<file path="config.mk">
export PLATFORM = sky130hd
export DESIGN_NAME = display_scan_flat
export DESIGN_NICKNAME = d
export VERILOG_FILES = /design/src/rtl/display_scan_pkg.sv /design/src/rtl/display_scan_if.sv /design/src/rtl/display_scan_prescaler.sv /design/src/rtl/display_scan.sv /design/src/flat_wrapper.sv
export SDC_FILE = /design/constraint.sdc
export NUM_CORES = 1
export LEC_CHECK = 0
export ABC_AREA = 1
export CAP_MARGIN = 30
export CORE_MARGIN = 4
export CORE_UTILIZATION = 58
export CTS_CLUSTER_DIAMETER = 200
export DETAILED_ROUTE_END_ITERATION = 12
export PLACE_DENSITY = 0.82
export REMOVE_ABC_BUFFERS = 1
export SLEW_MARGIN = 20
export SYNTH_ARGS = -nofsm -noshare
export SYNTH_HDL_FRONTEND = slang
export SYNTH_HIERARCHICAL = 1
export SYNTH_SLANG_ARGS = --single-unit
export TNS_END_PERCENT = 10
</file>
<file path="constraint.sdc">
create_clock -name clk -period 3.7 [get_ports clk]
set_clock_uncertainty 0.05 [all_clocks]
set_input_delay 0.555 -clock clk [delete_from_list [all_inputs] [get_ports clk]]
set_output_delay 0.555 -clock clk [all_outputs]
set_load 0.02 [all_outputs]
</file>
<file path="src/rtl/display_scan_pkg.sv">
// Shared constants and types for the seven-segment scan controller and its helpers.
package display_pkg;
    localparam int NUM_DIGITS_DEFAULT = 4;
    localparam int DIGIT_W            = 4;

    typedef logic [$clog2(NUM_DIGITS_DEFAULT)-1:0] digit_idx_t;

    localparam logic [NUM_DIGITS_DEFAULT-1:0] ANODES_OFF = '1;
endpackage

</file>
<file path="src/rtl/display_scan_if.sv">
// Data/display bundle between a value producer (master) and display_scan (slave).
interface display_scan_if
    import display_pkg::*;
#(
    parameter int NUM_DIGITS = NUM_DIGITS_DEFAULT
);
    logic                          load;
    logic [DIGIT_W*NUM_DIGITS-1:0] value;
    logic [NUM_DIGITS-1:0]         blank_mask;
    logic [DIGIT_W-1:0]            digit_nibble;
    logic [NUM_DIGITS-1:0]         an_n;
    logic                          pending;
    logic                          frame_tick;

    modport master (
        output load, value, blank_mask,
        input  digit_nibble, an_n, pending, frame_tick
    );

    modport slave (
        input  load, value, blank_mask,
        output digit_nibble, an_n, pending, frame_tick
    );
endinterface

</file>
<file path="src/rtl/display_scan_prescaler.sv">
// Slot prescaler: free-running 0..DIV_MAX-1 counter with slot-end and dead-window flags.
module scan_prescaler #(
    parameter int DIV_MAX     = 2000,
    parameter int DIV_WIDTH   = 11,
    parameter int DEAD_CYCLES = 16
) (
    input  logic clk,
    input  logic rst_n,
    output logic slot_end_o,
    output logic dead_o
);
    localparam logic [DIV_WIDTH-1:0] CNT_LAST = DIV_WIDTH'(DIV_MAX - 1);

    logic [DIV_WIDTH-1:0] cnt_q, cnt_d;

    assign slot_end_o = (cnt_q == CNT_LAST);
    assign cnt_d      = slot_end_o ? '0 : cnt_q + 1'b1;

    always_ff @(posedge clk or negedge rst_n) begin
        if (!rst_n) cnt_q <= '0;
        else        cnt_q <= cnt_d;
    end

    // A zero-length dead window would make the compare constant-false.
    generate
        if (DEAD_CYCLES == 0) begin : g_no_dead
            assign dead_o = 1'b0;
        end else begin : g_dead
            localparam logic [DIV_WIDTH-1:0] DEAD_END = DIV_WIDTH'(DEAD_CYCLES);
            assign dead_o = (cnt_q < DEAD_END);
        end
    endgenerate
endmodule

</file>
<file path="src/rtl/display_scan.sv">
// Multiplexed 7-seg scan controller with double-buffered value and per-slot dead time.
// Optional leading-zero suppression: define DISPLAY_SCAN_LEADING_ZERO_BLANK_EN.
module display_scan
    import display_pkg::*;
#(
    parameter int NUM_DIGITS  = NUM_DIGITS_DEFAULT,
    parameter int DIV_MAX     = 2000,
    parameter int DIV_WIDTH   = 11,
    parameter int DEAD_CYCLES = 16
) (
    input  logic           clk,
    input  logic           rst_n,
    display_scan_if.slave  bus
);
    localparam int IDX_W = (NUM_DIGITS > 1) ? $clog2(NUM_DIGITS) : 1;
    localparam int VAL_W = DIGIT_W * NUM_DIGITS;
    localparam logic [IDX_W-1:0] IDX_LAST = IDX_W'(NUM_DIGITS - 1);

    logic [IDX_W-1:0]      idx_q, idx_d;
    logic [VAL_W-1:0]      active_q, active_d;
    logic [VAL_W-1:0]      shadow_q, shadow_d;
    logic                  pending_q, pending_d;
    logic                  frame_tick_q;
    logic                  slot_end, dead, boundary;
    logic [DIGIT_W-1:0]    nib [NUM_DIGITS];
    logic [NUM_DIGITS-1:0] suppress;
    logic [NUM_DIGITS-1:0] lit;

    scan_prescaler #(
        .DIV_MAX    (DIV_MAX),
        .DIV_WIDTH  (DIV_WIDTH),
        .DEAD_CYCLES(DEAD_CYCLES)
    ) u_prescaler (
        .clk       (clk),
        .rst_n     (rst_n),
        .slot_end_o(slot_end),
        .dead_o    (dead)
    );

    assign boundary = slot_end && (idx_q == IDX_LAST);

    // A load landing on the boundary bypasses the shadow so it is not a frame late.
    always_comb begin
        idx_d     = idx_q;
        active_d  = active_q;
        shadow_d  = shadow_q;
        pending_d = pending_q;
        if (slot_end) idx_d = (idx_q == IDX_LAST) ? '0 : idx_q + 1'b1;
        if (boundary) begin
            if (bus.load) begin
                active_d  = bus.value;
                shadow_d  = bus.value;
                pending_d = 1'b0;
            end else if (pending_q) begin
                active_d  = shadow_q;
                pending_d = 1'b0;
            end
        end else if (bus.load) begin
            shadow_d  = bus.value;
            pending_d = 1'b1;
        end
    end

    always_ff @(posedge clk or negedge rst_n) begin
        if (!rst_n) begin
            idx_q        <= '0;
            active_q     <= '0;
            shadow_q     <= '0;
            pending_q    <= 1'b0;
            frame_tick_q <= 1'b0;
        end else begin
            idx_q        <= idx_d;
            active_q     <= active_d;
            shadow_q     <= shadow_d;
            pending_q    <= pending_d;
            frame_tick_q <= boundary;
        end
    end

    generate
        for (genvar gi = 0; gi < NUM_DIGITS; gi++) begin : g_digit
            assign nib[gi] = active_q[gi*DIGIT_W +: DIGIT_W];
`ifdef DISPLAY_SCAN_LEADING_ZERO_BLANK_EN
            if (gi == 0) begin : g_lsd
                assign suppress[gi] = 1'b0;
            end else begin : g_upper
                assign suppress[gi] = (active_q[VAL_W-1:gi*DIGIT_W] == '0);
            end
`else
            assign suppress[gi] = 1'b0;
`endif
            assign lit[gi] = (idx_q == IDX_W'(gi)) && !bus.blank_mask[gi] && !suppress[gi];
        end
    endgenerate

    assign bus.digit_nibble = nib[idx_q];
    assign bus.an_n         = dead ? {NUM_DIGITS{ANODES_OFF[0]}} : ~lit;
    assign bus.pending      = pending_q;
    assign bus.frame_tick   = frame_tick_q;
endmodule

</file>
<file path="src/flat_wrapper.sv">
// flat-port wrapper written by rule: the top's interface ports become plain ports
module display_scan_flat import display_pkg::*;
#(
    parameter int NUM_DIGITS  = NUM_DIGITS_DEFAULT,
    parameter int DIV_MAX     = 2000,
    parameter int DIV_WIDTH   = 11,
    parameter int DEAD_CYCLES = 16
)
  (clk, rst_n, bus_load, bus_value, bus_blank_mask, bus_digit_nibble, bus_an_n, bus_pending, bus_frame_tick);
  display_scan_if #(.NUM_DIGITS(NUM_DIGITS)) bus_i ();
  input  logic clk;
  input  logic rst_n;
  input wire logic [$bits(bus_i.load)-1:0] bus_load;
  input wire logic [$bits(bus_i.value)-1:0] bus_value;
  input wire logic [$bits(bus_i.blank_mask)-1:0] bus_blank_mask;
  output wire logic [$bits(bus_i.digit_nibble)-1:0] bus_digit_nibble;
  output wire logic [$bits(bus_i.an_n)-1:0] bus_an_n;
  output wire logic [$bits(bus_i.pending)-1:0] bus_pending;
  output wire logic [$bits(bus_i.frame_tick)-1:0] bus_frame_tick;
  assign bus_i.load = bus_load;
  assign bus_i.value = bus_value;
  assign bus_i.blank_mask = bus_blank_mask;
  assign bus_digit_nibble = bus_i.digit_nibble;
  assign bus_an_n = bus_i.an_n;
  assign bus_pending = bus_i.pending;
  assign bus_frame_tick = bus_i.frame_tick;
  display_scan #(.NUM_DIGITS(NUM_DIGITS), .DIV_MAX(DIV_MAX), .DIV_WIDTH(DIV_WIDTH), .DEAD_CYCLES(DEAD_CYCLES)) u_core (.clk(clk), .rst_n(rst_n), .bus(bus_i));
endmodule
</file>
==> results of run 1 <==
## cell families after synthesis
kind of cell    share of synthesized area, %
simple gates                            36.1
flops                                   50.6
buf+inv                                 8.01
compound gates                          1.45
fa+ha+maj                               2.69
xor+xnor                                1.13
## where the power goes
| group | leakage, nW | switching, mW | internal (mW) |
|---|---|---|---|
| sequential | 0.600 | 0.00786 | 0.535 |
| clock | 0.0371 | 0.154 | 0.126 |
| combinational | 0.807 | 0.0429 | 0.0399 |
## state kept, by name, indices dropped and copies added (netlist names)
name and count:
u_core/active_q 16, u_core/shadow_q 16, u_core/u_prescaler/cnt_q 11, u_core/idx_q 2, u_core/bus.frame_tick 1, u_core/bus.pending 1
## metal layers
metal  global-route usage [%]  part of all wire, %  vias to the layer above
met5                        0                    0                        -
met4                     7.10                  2.3                        0
met3                     5.33                  4.1                       13
met2                     33.8                   50                       38
met1                     23.4                   44                      846
li1                         -                    -                      926
## worst reg2reg max path, delay by kind of cell (launching register included)
family / cells / cell delay (ns)
flops: 1 / 0.40
fa+ha+maj: 1 / 0.23
buf+inv: 2 / 0.26
simple gates: 6 / 0.79
## path summary, 6_finish.rpt
check | cells after the start | slack [ns] | endpoint
setup reg to reg | 9 | 1.92 | u_core/active_q[6]
hold / removal | 1 | 0.22 | u_core/u_prescaler/cnt_q[10]
setup / recovery | 6 | 1.00 | bus_an_n[2]
min in group clk | 2 | 0.42 | u_core/active_q[15]
hold reg to reg | 2 | 0.42 | u_core/active_q[15]
max in group asynchronous | 2 | 2.85 | u_core/shadow_q[4]
## layout make-up
type / instances / area share (%)
multi-input cells: 200 / 35.1
flip-flops and latches: 47 / 42.9
well taps: 48 / 2.19
inverters: 31 / 4.38
repair buffers: 34 / 12.8
clock buffers: 6 / 2.65
## cells in the mapped netlist, types with 2 or more instances
cell,count
a21oi_1,3
buf_2,2
buf_6,3
dfrtp_1,47
ha_1,5
inv_1,25
inv_2,3
nand2_1,132
nand2_2,5
nand2_4,2
nand3_1,13
nand3_2,3
nand3b_1,2
nor2_1,20
nor2_2,2
nor2_4,3
o21ai_0,2
xor2_1,3
## through the flow
step	hold WS, ns	worst slack, ns	instance area (um2)	power (mW)	util [%]
detailed placement	0.409	1.30	2670	0.637	70.8
floorplan	0.209	1.95	2260	0.584	-
finish	0.224	1.00	2740	0.906	72.7
global placement	0.404	1.33	2640	0.631	70.1
global route	0.276	0.863	2740	0.949	72.7
CTS	0.236	0.980	2740	0.915	72.7
## cell usage in the layout (no fill, tap or decap), drive strengths merged
cell           synthesis  routed
clkinv                 2       2
clkbuf                 0       6
clkdlybuf4s50          0      31
nand3b                 2       2
a21oi                  4       4
ha                     5       5
nand2                139     139
nand3                 17      17
xor2                   3       3
o21ai                  2       2
nor2                  26      26
inv                   29      29
nor4                   1       1
dfrtp                 47      47
nor3                   1       1
buf                    7       3
==> reports/results.tsv, run 1 <==
metric	value	unit
grt_setup_unrepaired	false	
critical_path_cell_by_cell	nor2_1, nand2_1, nor4_1, inv_1, nand3b_1, clkdlybuf4s50_1	
setup-violations-final	0	
grt_start_max_net_pins	28	
design.die.area	5090	um2
synth.yosys.seq_area_share	50.6	%
routed_via_density	4.98	
synth_area	2330	um2
antenna_found_initial	0	
synth.largest_area_cell	dfrtp_1	
ant_nets	0	
floorplan.die.height	71.3	um
ys_warn_count	6	
initial_utilization	61.7	%
worst_path_dominant_cell_family	buffers and inverters	
clk-insertion-delay-late	0.29	ns
globalRoute.totalOverflow	0	
stdcell_count	366	
total_area_of_multi_input_combinational_cells	963	um2
cp.arrival	2.09	ns
via_count	1823	
worst_pin_slew	0.643	ns
library_cells_used_by_synthesis	28	
drt_first_pass_iters	4	
result_of_the_run	complete, no violations	
diode_insertion_count_for_antenna_repair	0	
relSlewSlack	57.2	%
launching_instance_or_port_of_the_critical_path	u_core/u_prescaler/cnt_q[4]	
synth_top_area_share	50.6	%
num-fill-cells	321	
cts_sinks	47	
layout-drive-gt1-share	10.1	%
cts.root.buffer_cell	clkbuf_8	
chipWidth	71.3	um
gate_count_of_the_mapped_netlist	285	
worst-setup-path-type	register to output port	
initialDrtViolationCount	70	
timing.setup.tns	0	ns
grt_first_pass_wirelength	7.98	mm
worst_setup_path_start_kind	register	
cellLeakagePower	1.44	nW
ir_worst_vdd	283	uV
period_share	73.0	%
synth_enable_flop_cells	0	
place.detailed.instances	360	
cts_made_buffers	5	
core	3770	um2
mean_routed_wirelength_per_cell	12.1	um
synth.top_cells.by_area	dfrtp_1 51%, nand2_1 21%, inv_1 4.0%, nor2_1 3.2%, nand3_1 2.8%	
cts_max_path_buffers	2	
slowest_delay	0.61	ns
hold_violation_count_in_the_final_report	0	
synth_flop_cell	dfrtp_1	
post_detailed_routing_wire_length	4.42	mm
ctsHtreeMaxLevel	2	
postSynthAreaPerCell	8.16	um2
tritoncts_clock_tree	yes	
nets	347	
post_synthesis_sequential_element_count	47	
total_global_routing_track_utilization	19.6	%
top_level_ports	33	
grt_pass1_vias	1844	
crit-reg2reg-launch	u_core/u_prescaler/cnt_q[0]	
rows	22	
worst-path-buf-inv	2	
cp_slowest_cell	clkdlybuf4s50_1	
clock_pin_slew_on_the_worst_setup_and_hold_paths	0.08	ns
end_kind	output port	
worstPathRequired	3.09	ns
upper_clock_frequency_limit	0.370	GHz
dp_hpwl	3.30	mm
placement.io_buffers	32	
cts.repair_timing.setup_buffer_count	0	
crit_path_max_fanout	6	
layout.area.seq	1180	um2
ctsResizeCount	0	
hold_class	primary input to asynchronous set/reset pin	
postCtsHoldBufs	0	
period_needed	2.70	ns
drcViolationCount	0	
ys_async_sr_fraction	100	%
layout-area-overhead-vs-synth	17.9	%
slew_violations	0	
power.density	330	nW/um2
timing.max_cap.violations	0	
gp_congestion	0.821	
(Power assumes the default switching activity.)
==> run 2, diff against run 1 <==
--- a/config.mk
+++ b/config.mk
@@ -8,10 +8,10 @@
 export ABC_AREA = 1
 export CAP_MARGIN = 30
 export CORE_MARGIN = 4
-export CORE_UTILIZATION = 58
+export CORE_UTILIZATION = 49
 export CTS_CLUSTER_DIAMETER = 200
 export DETAILED_ROUTE_END_ITERATION = 12
-export PLACE_DENSITY = 0.82
+export PLACE_DENSITY = 0.74
 export REMOVE_ABC_BUFFERS = 1
 export SLEW_MARGIN = 20
 export SYNTH_ARGS = -nofsm -noshare
==> constraint.sdc (replaced) <==
create_clock -name clk -period 2.3 [get_ports clk]
set_clock_uncertainty 0.05 [all_clocks]
set_input_delay 0.345 -clock clk [delete_from_list [all_inputs] [get_ports clk]]
set_output_delay 0.345 -clock clk [all_outputs]
set_load 0.02 [all_outputs]
==> reports/results.tsv, run 2 (same netlist as run 1, synthesis figures left out) <==
metric	value	unit	change
total_global_routing_track_utilization	16.6	%	was 19.6%
gp_congestion	0.844		was 0.821
initialDrtViolationCount	59		was 70
cts.repair_timing.setup_buffer_count	0		unchanged
diode_insertion_count_for_antenna_repair	0		unchanged
crit_path_max_fanout	7		was 6
routed_via_density	4.81		was 4.98
core	4470	um2	was 3770 um2
ir_worst_vdd	446	uV	was 283 uV
upper_clock_frequency_limit	0.462	GHz	
cp.arrival	1.77	ns	was 2.09 ns
layout-area-overhead-vs-synth	19.7	%	was 17.9%
grt_setup_unrepaired	false		unchanged
worst-setup-path-type	register to output port		unchanged
design.die.area	5910	um2	was 5090 um2
nets	352		was 347
dp_hpwl	3.34	mm	was 3.30 mm
clock_pin_slew_on_the_worst_setup_and_hold_paths	0.08	ns	about the same
drcViolationCount	0		unchanged
placed_cell_area	2710	um2	was 2670 um2
final_cell_mix	132 x nand2_1, 47 x dfrtp_1, 27 x clkdlybuf4s50_1		was 132 x nand2_1, 47 x dfrtp_1, 31 x clkdlybuf4s50_1
timing.setup.tns	0	ns	unchanged
tritoncts_clock_tree	yes		unchanged
cts_max_path_buffers	2		unchanged
drt_first_pass_iters	4		unchanged
hold_class	primary input to asynchronous set/reset pin		unchanged
via_count	1813		was 1823
period_needed	2.16	ns	
ctsHtreeMaxLevel	2		unchanged
mean_routed_wirelength_per_cell	11.9	um	was 12.1 um
top_level_ports	33		unchanged
worst_setup_path_start_kind	register		unchanged
cts.root.buffer_cell	clkbuf_8		unchanged
cts_sinks	47		unchanged
floorplan.die.height	76.9	um	was 71.3 um
setup-violations-final	0		unchanged
clk-insertion-delay-late	0.29	ns	about the same
slew_violations	0		unchanged
relSlewSlack	63.5	%	was 57.2%
design_area	2790	um2	was 2740 um2
worstPathRequired	1.90	ns	was 3.09 ns
hold_violation_count_in_the_final_report	23		was 0
placement.io_buffers	32		unchanged
post_detailed_routing_wire_length	4.47	mm	was 4.42 mm
postCtsHoldBufs	0		unchanged
cts_made_buffers	5		unchanged
most_common_library_cell_in_the_layout_ignoring_fill_and_taps	nand2_1		unchanged
ant_nets	0		unchanged
fin_worst_hold_slack	-0.0262	ns	was 0.224 ns
globalRoute.totalOverflow	0		unchanged
period_share	94.0	%	
layout-drive-gt1-share	11.7	%	was 10.1%
worst_pin_slew	0.548	ns	was 0.643 ns
antenna_found_initial	0		unchanged
cellLeakagePower	1.47	nW	was 1.44 nW
reg.largest.list	u_core/active_q: 16 flops, u_core/shadow_q: 16 flops, u_core/u_prescaler/cnt_q: 11 flops		unchanged
grt_start_max_net_pins	25		was 28
grt_first_pass_wirelength	7.94	mm	was 7.98 mm
grt_pass1_vias	1758		was 1844
initial_utilization	52.0	%	was 61.7%
end_kind	output port		unchanged
failed_checks	negative hold slack		
power.density	531	nW/um2	was 330 nW/um2
result_of_the_run	finished with violations		was complete, no violations
rows	24		was 22
chipWidth	76.9	um	was 71.3 um
timing.max_cap.violations	0		unchanged
run 2: what timing repair did:
item                       4_1_cts  5_1_grt
setup endpoints to repair        4        3
gates resized for setup          4        3
gates cloned                     0        0
run 2: report_power, final:
| group | switching, mW | internal [mW] | leakage [nW] |
|---|---|---|---|
| sequential | 0.0127 | 0.861 | 0.600 |
| combinational | 0.0685 | 0.0623 | 0.827 |
| clock | 0.262 | 0.214 | 0.0422 |
| total | 0.343 | 1.14 | 1.47 |
run 2: final cells by class:
type / instances / area [um2]
fillers: 413 / 1690
flip-flops and latches: 47 / 1180
multi-input cells: 200 / 963
repair buffers: 39 / 379
inverters: 31 / 120
clock buffers: 7 / 76.3
well taps: 52 / 65.1
clock inverters: 1 / 5.00
run 2: path summary, 6_finish.rpt:
check                                             from                            to  slack [ns]  depth (start not counted)
min reg2reg                         u_core/shadow_q[4]            u_core/shadow_q[4]        0.42                          2
max reg2reg                u_core/u_prescaler/cnt_q[0]            u_core/active_q[3]        0.55                          9
min in group clk                    u_core/shadow_q[4]            u_core/shadow_q[4]        0.42                          2
min                                              rst_n  u_core/u_prescaler/cnt_q[10]       -0.03                          1
max                                    u_core/idx_q[1]           bus_digit_nibble[0]        0.14                          4
max in group asynchronous                        rst_n            u_core/active_q[6]        1.70                          2
run 2: worst max-delay path, stage by stage, from the launching register on:
cell	delay [ns]
dfrtp_1	0.47
inv_1	0.21
nand3_1	0.10
nand2_1	0.09
clkdlybuf4s50_1	0.61
run 2: metrics by stage:
stage	util (%)	std cells	hold slack (ns)	power, mW	worst slack (ns)
final	62.2	377	-0.0262	1.48	0.137
after global placement	60.5	369	0.317	1.02	0.157
after global routing	62.2	377	0.0196	1.55	0.00468
after floorplan	-	278	-0.000591	0.940	0.760
after detailed placement	60.5	369	0.312	1.02	0.179
after CTS	62.2	377	0.00229	1.49	0.110
run 2: metal layers:
layer	global-route usage (%)	up-vias	wire length, um
met2	28.3	45	2260
met5	0	-	0
met4	7.43	0	103
met1	20.0	823	1930
met3	3.63	11	182
li1	-	934	-
==> run 3, diff against run 2 <==
--- a/config.mk
+++ b/config.mk
@@ -8,10 +8,10 @@
 export ABC_AREA = 1
 export CAP_MARGIN = 30
 export CORE_MARGIN = 4
-export CORE_UTILIZATION = 49
+export CORE_UTILIZATION = 54
 export CTS_CLUSTER_DIAMETER = 200
 export DETAILED_ROUTE_END_ITERATION = 12
-export PLACE_DENSITY = 0.74
+export PLACE_DENSITY = 0.77
 export REMOVE_ABC_BUFFERS = 1
 export SLEW_MARGIN = 20
 export SYNTH_ARGS = -nofsm -noshare
==> constraint.sdc (replaced) <==
create_clock -name clk -period 2.1 [get_ports clk]
set_clock_uncertainty 0.05 [all_clocks]
set_input_delay 0.315 -clock clk [delete_from_list [all_inputs] [get_ports clk]]
set_output_delay 0.315 -clock clk [all_outputs]
set_load 0.02 [all_outputs]
==> reports/results.tsv, run 3 (same netlist as run 1, synthesis figures left out) <==
metric	value	unit	change
result_of_the_run	complete, no violations		was finished with violations
power.switching	0.367	mW	was 0.343 mW
top_level_ports	33		unchanged
chipWidth	73.6	um	was 76.9 um
layout-drive-gt1-share	16.0	%	was 11.7%
drt_first_pass_iters	7		was 4
setup-violations-final	0		unchanged
routedLengthMet1	1.97	mm	was 1.93 mm
worstPathRequired	1.74	ns	was 1.90 ns
routed_via_density	4.77		was 4.81
cts_sinks	47		unchanged
share_comb_of_total_power	8.8	%	about the same
crit_path_max_fanout	7		unchanged
final_core_util	68.6	%	was 62.2%
slew_violations	0		unchanged
mean_routed_wirelength_per_cell	11.7	um	was 11.9 um
power.clock.fraction	31.6	%	was 32.1%
netSwitchingFraction	22.9	%	was 23.2%
rows	23		was 24
fin_worst_hold_slack	0.422	ns	was -0.0262 ns
clk-insertion-delay-late	0.28	ns	was 0.29 ns
timing.setup.tns	0	ns	unchanged
placement.io_buffers	32		unchanged
diode_insertion_count_for_antenna_repair	0		unchanged
routed_length_on_met3	183	um	was 182 um
ant_nets	0		unchanged
grt_setup_unrepaired	true		was false
met2WireLength	2.24	mm	was 2.26 mm
ir_worst_vdd	450	uV	was 446 uV
cts_made_buffers	5		unchanged
end_of_the_worst_register_to_register_path	u_core/active_q[2]		was u_core/active_q[3]
initial_utilization	56.9	%	was 52.0%
tritoncts_clock_tree	yes		unchanged
nets	358		was 352
floorplan.die.height	73.6	um	was 76.9 um
core	4090	um2	was 4470 um2
reg.largest.list	u_core/active_q: 16 flops, u_core/shadow_q: 16 flops, u_core/u_prescaler/cnt_q: 11 flops		unchanged
drcViolationCount	0		unchanged
end_kind	output port		unchanged
hold_class	register to register		was primary input to asynchronous set/reset pin
num-fill-cells	346		was 413
worst_setup_path_start_kind	register		unchanged
gp_congestion	0.836		was 0.844
most_common_library_cell_in_the_layout_ignoring_fill_and_taps	nand2_1		unchanged
post_detailed_routing_wire_length	4.47	mm	about the same
dp_hpwl	3.38	mm	was 3.34 mm
relSlewSlack	63.2	%	was 63.5%
period_needed	2.05	ns	
worst_pin_slew	0.551	ns	was 0.548 ns
ff2ff_path_depth	10		was 9
globalRoute.totalOverflow	0		unchanged
internal_portion_of_total_power	1.24	mW	was 1.14 mW
upper_clock_frequency_limit	0.487	GHz	
worst-setup-path-type	register to output port		unchanged
clock_pin_slew_on_the_worst_setup_and_hold_paths	0.08	ns	about the same
via_count	1816		was 1813
initialDrtViolationCount	66		was 59
cp.arrival	1.69	ns	was 1.77 ns
rrSetupSlack	0.36	ns	was 0.55 ns
min_path_cells	2		
layout-area-overhead-vs-synth	20.6	%	was 19.7%
antenna_found_initial	0		unchanged
cts.root.buffer_cell	clkbuf_8		unchanged
final_cell_mix	132 x nand2_1, 46 x dfrtp_1, 24 x clkdlybuf4s50_1		was 132 x nand2_1, 47 x dfrtp_1, 27 x clkdlybuf4s50_1
grt_first_pass_wirelength	7.87	mm	was 7.94 mm
critical_path.endpoint	bus_digit_nibble[1]		was bus_digit_nibble[0]
period_share	97.7	%	
highest-signal-layer	met4		unchanged
crit-reg2reg-launch	u_core/u_prescaler/cnt_q[0]		unchanged
grt_start_max_net_pins	26		was 25
hold_violation_count_in_the_final_report	0		was 23
launching_instance_or_port_of_the_critical_path	u_core/idx_q[1]		unchanged
seq_power_share	59.6	%	was 59.0%
cellLeakagePower	1.51	nW	was 1.47 nW
ctsHtreeMaxLevel	2		unchanged
total_global_routing_track_utilization	18.6	%	was 16.6%
timing.max_cap.violations	0		unchanged
grt_pass1_vias	1812		was 1758
cts_max_path_buffers	2		unchanged
design.die.area	5420	um2	was 5910 um2
power.density	572	nW/um2	was 531 nW/um2
-- run 3: worst min path at each step --
stage,start,endpoint
after floorplan,rst_n,u_core/active_q[0]
after global placement,rst_n,u_core/shadow_q[6]
after detailed placement,rst_n,u_core/shadow_q[6]
after CTS,u_core/active_q[11],u_core/active_q[11]
after global routing,u_core/active_q[11],u_core/active_q[11]
final,u_core/shadow_q[15],u_core/shadow_q[15]
-- run 3: worst max-delay path, stage by stage, from the launching register on --
cell and delay (ns):
dfrtp_1 0.48, inv_2 0.15, nand3_1 0.09, nand2_1 0.07, clkdlybuf4s50_1 0.61
-- run 3: metrics by stage --
step,instances,setup WS (ns),instance area [um2],total power [mW]
after floorplan,278,0.574,2260,1.03
after global placement,372,0.0608,2730,1.11
after detailed placement,372,0.0581,2730,1.12
after CTS,381,0.00470,2810,1.63
after global routing,381,-0.0198,2810,1.68
final,381,0.0483,2810,1.60
-- run 3: what timing repair did --
action                                  4_1_cts  5_1_grt
hold buffers                                  1        0
endpoints found under the hold margin        23        0
resized for setup                             9       10
buffers inserted                              0        0
endpoints found under the setup margin        8        5
-- run 3: power by group through the flow --
stage | sequential (mW) | clock, mW | combinational, mW
3_3_place_gp | 0.973 | 0 | 0.142
5_1_grt | 0.960 | 0.563 | 0.160
6_report | 0.956 | 0.507 | 0.141
2_1_floorplan | 0.971 | 0 | 0.0581
3_5_place_dp | 0.974 | 0 | 0.145
4_1_cts | 0.956 | 0.530 | 0.144
-- run 3: per-layer routing --
layer	vias to the layer above	GRT usage, %
met3	8	3.83
met4	0	6.44
met5	-	0
li1	945	-
met1	830	23.2
met2	33	32.0
-- run 3: cell type report --
class                      count  area [um2]  area share (%)
sequential                    47        1180            42.0
tap                           50        62.6            2.23
clock buffer                   5        68.8            2.45
clock inverter                 3        15.0           0.535
multi-input combinational    200         970            34.6
timing repair buffer          45         392            14.0
inverter                      31         120            4.28
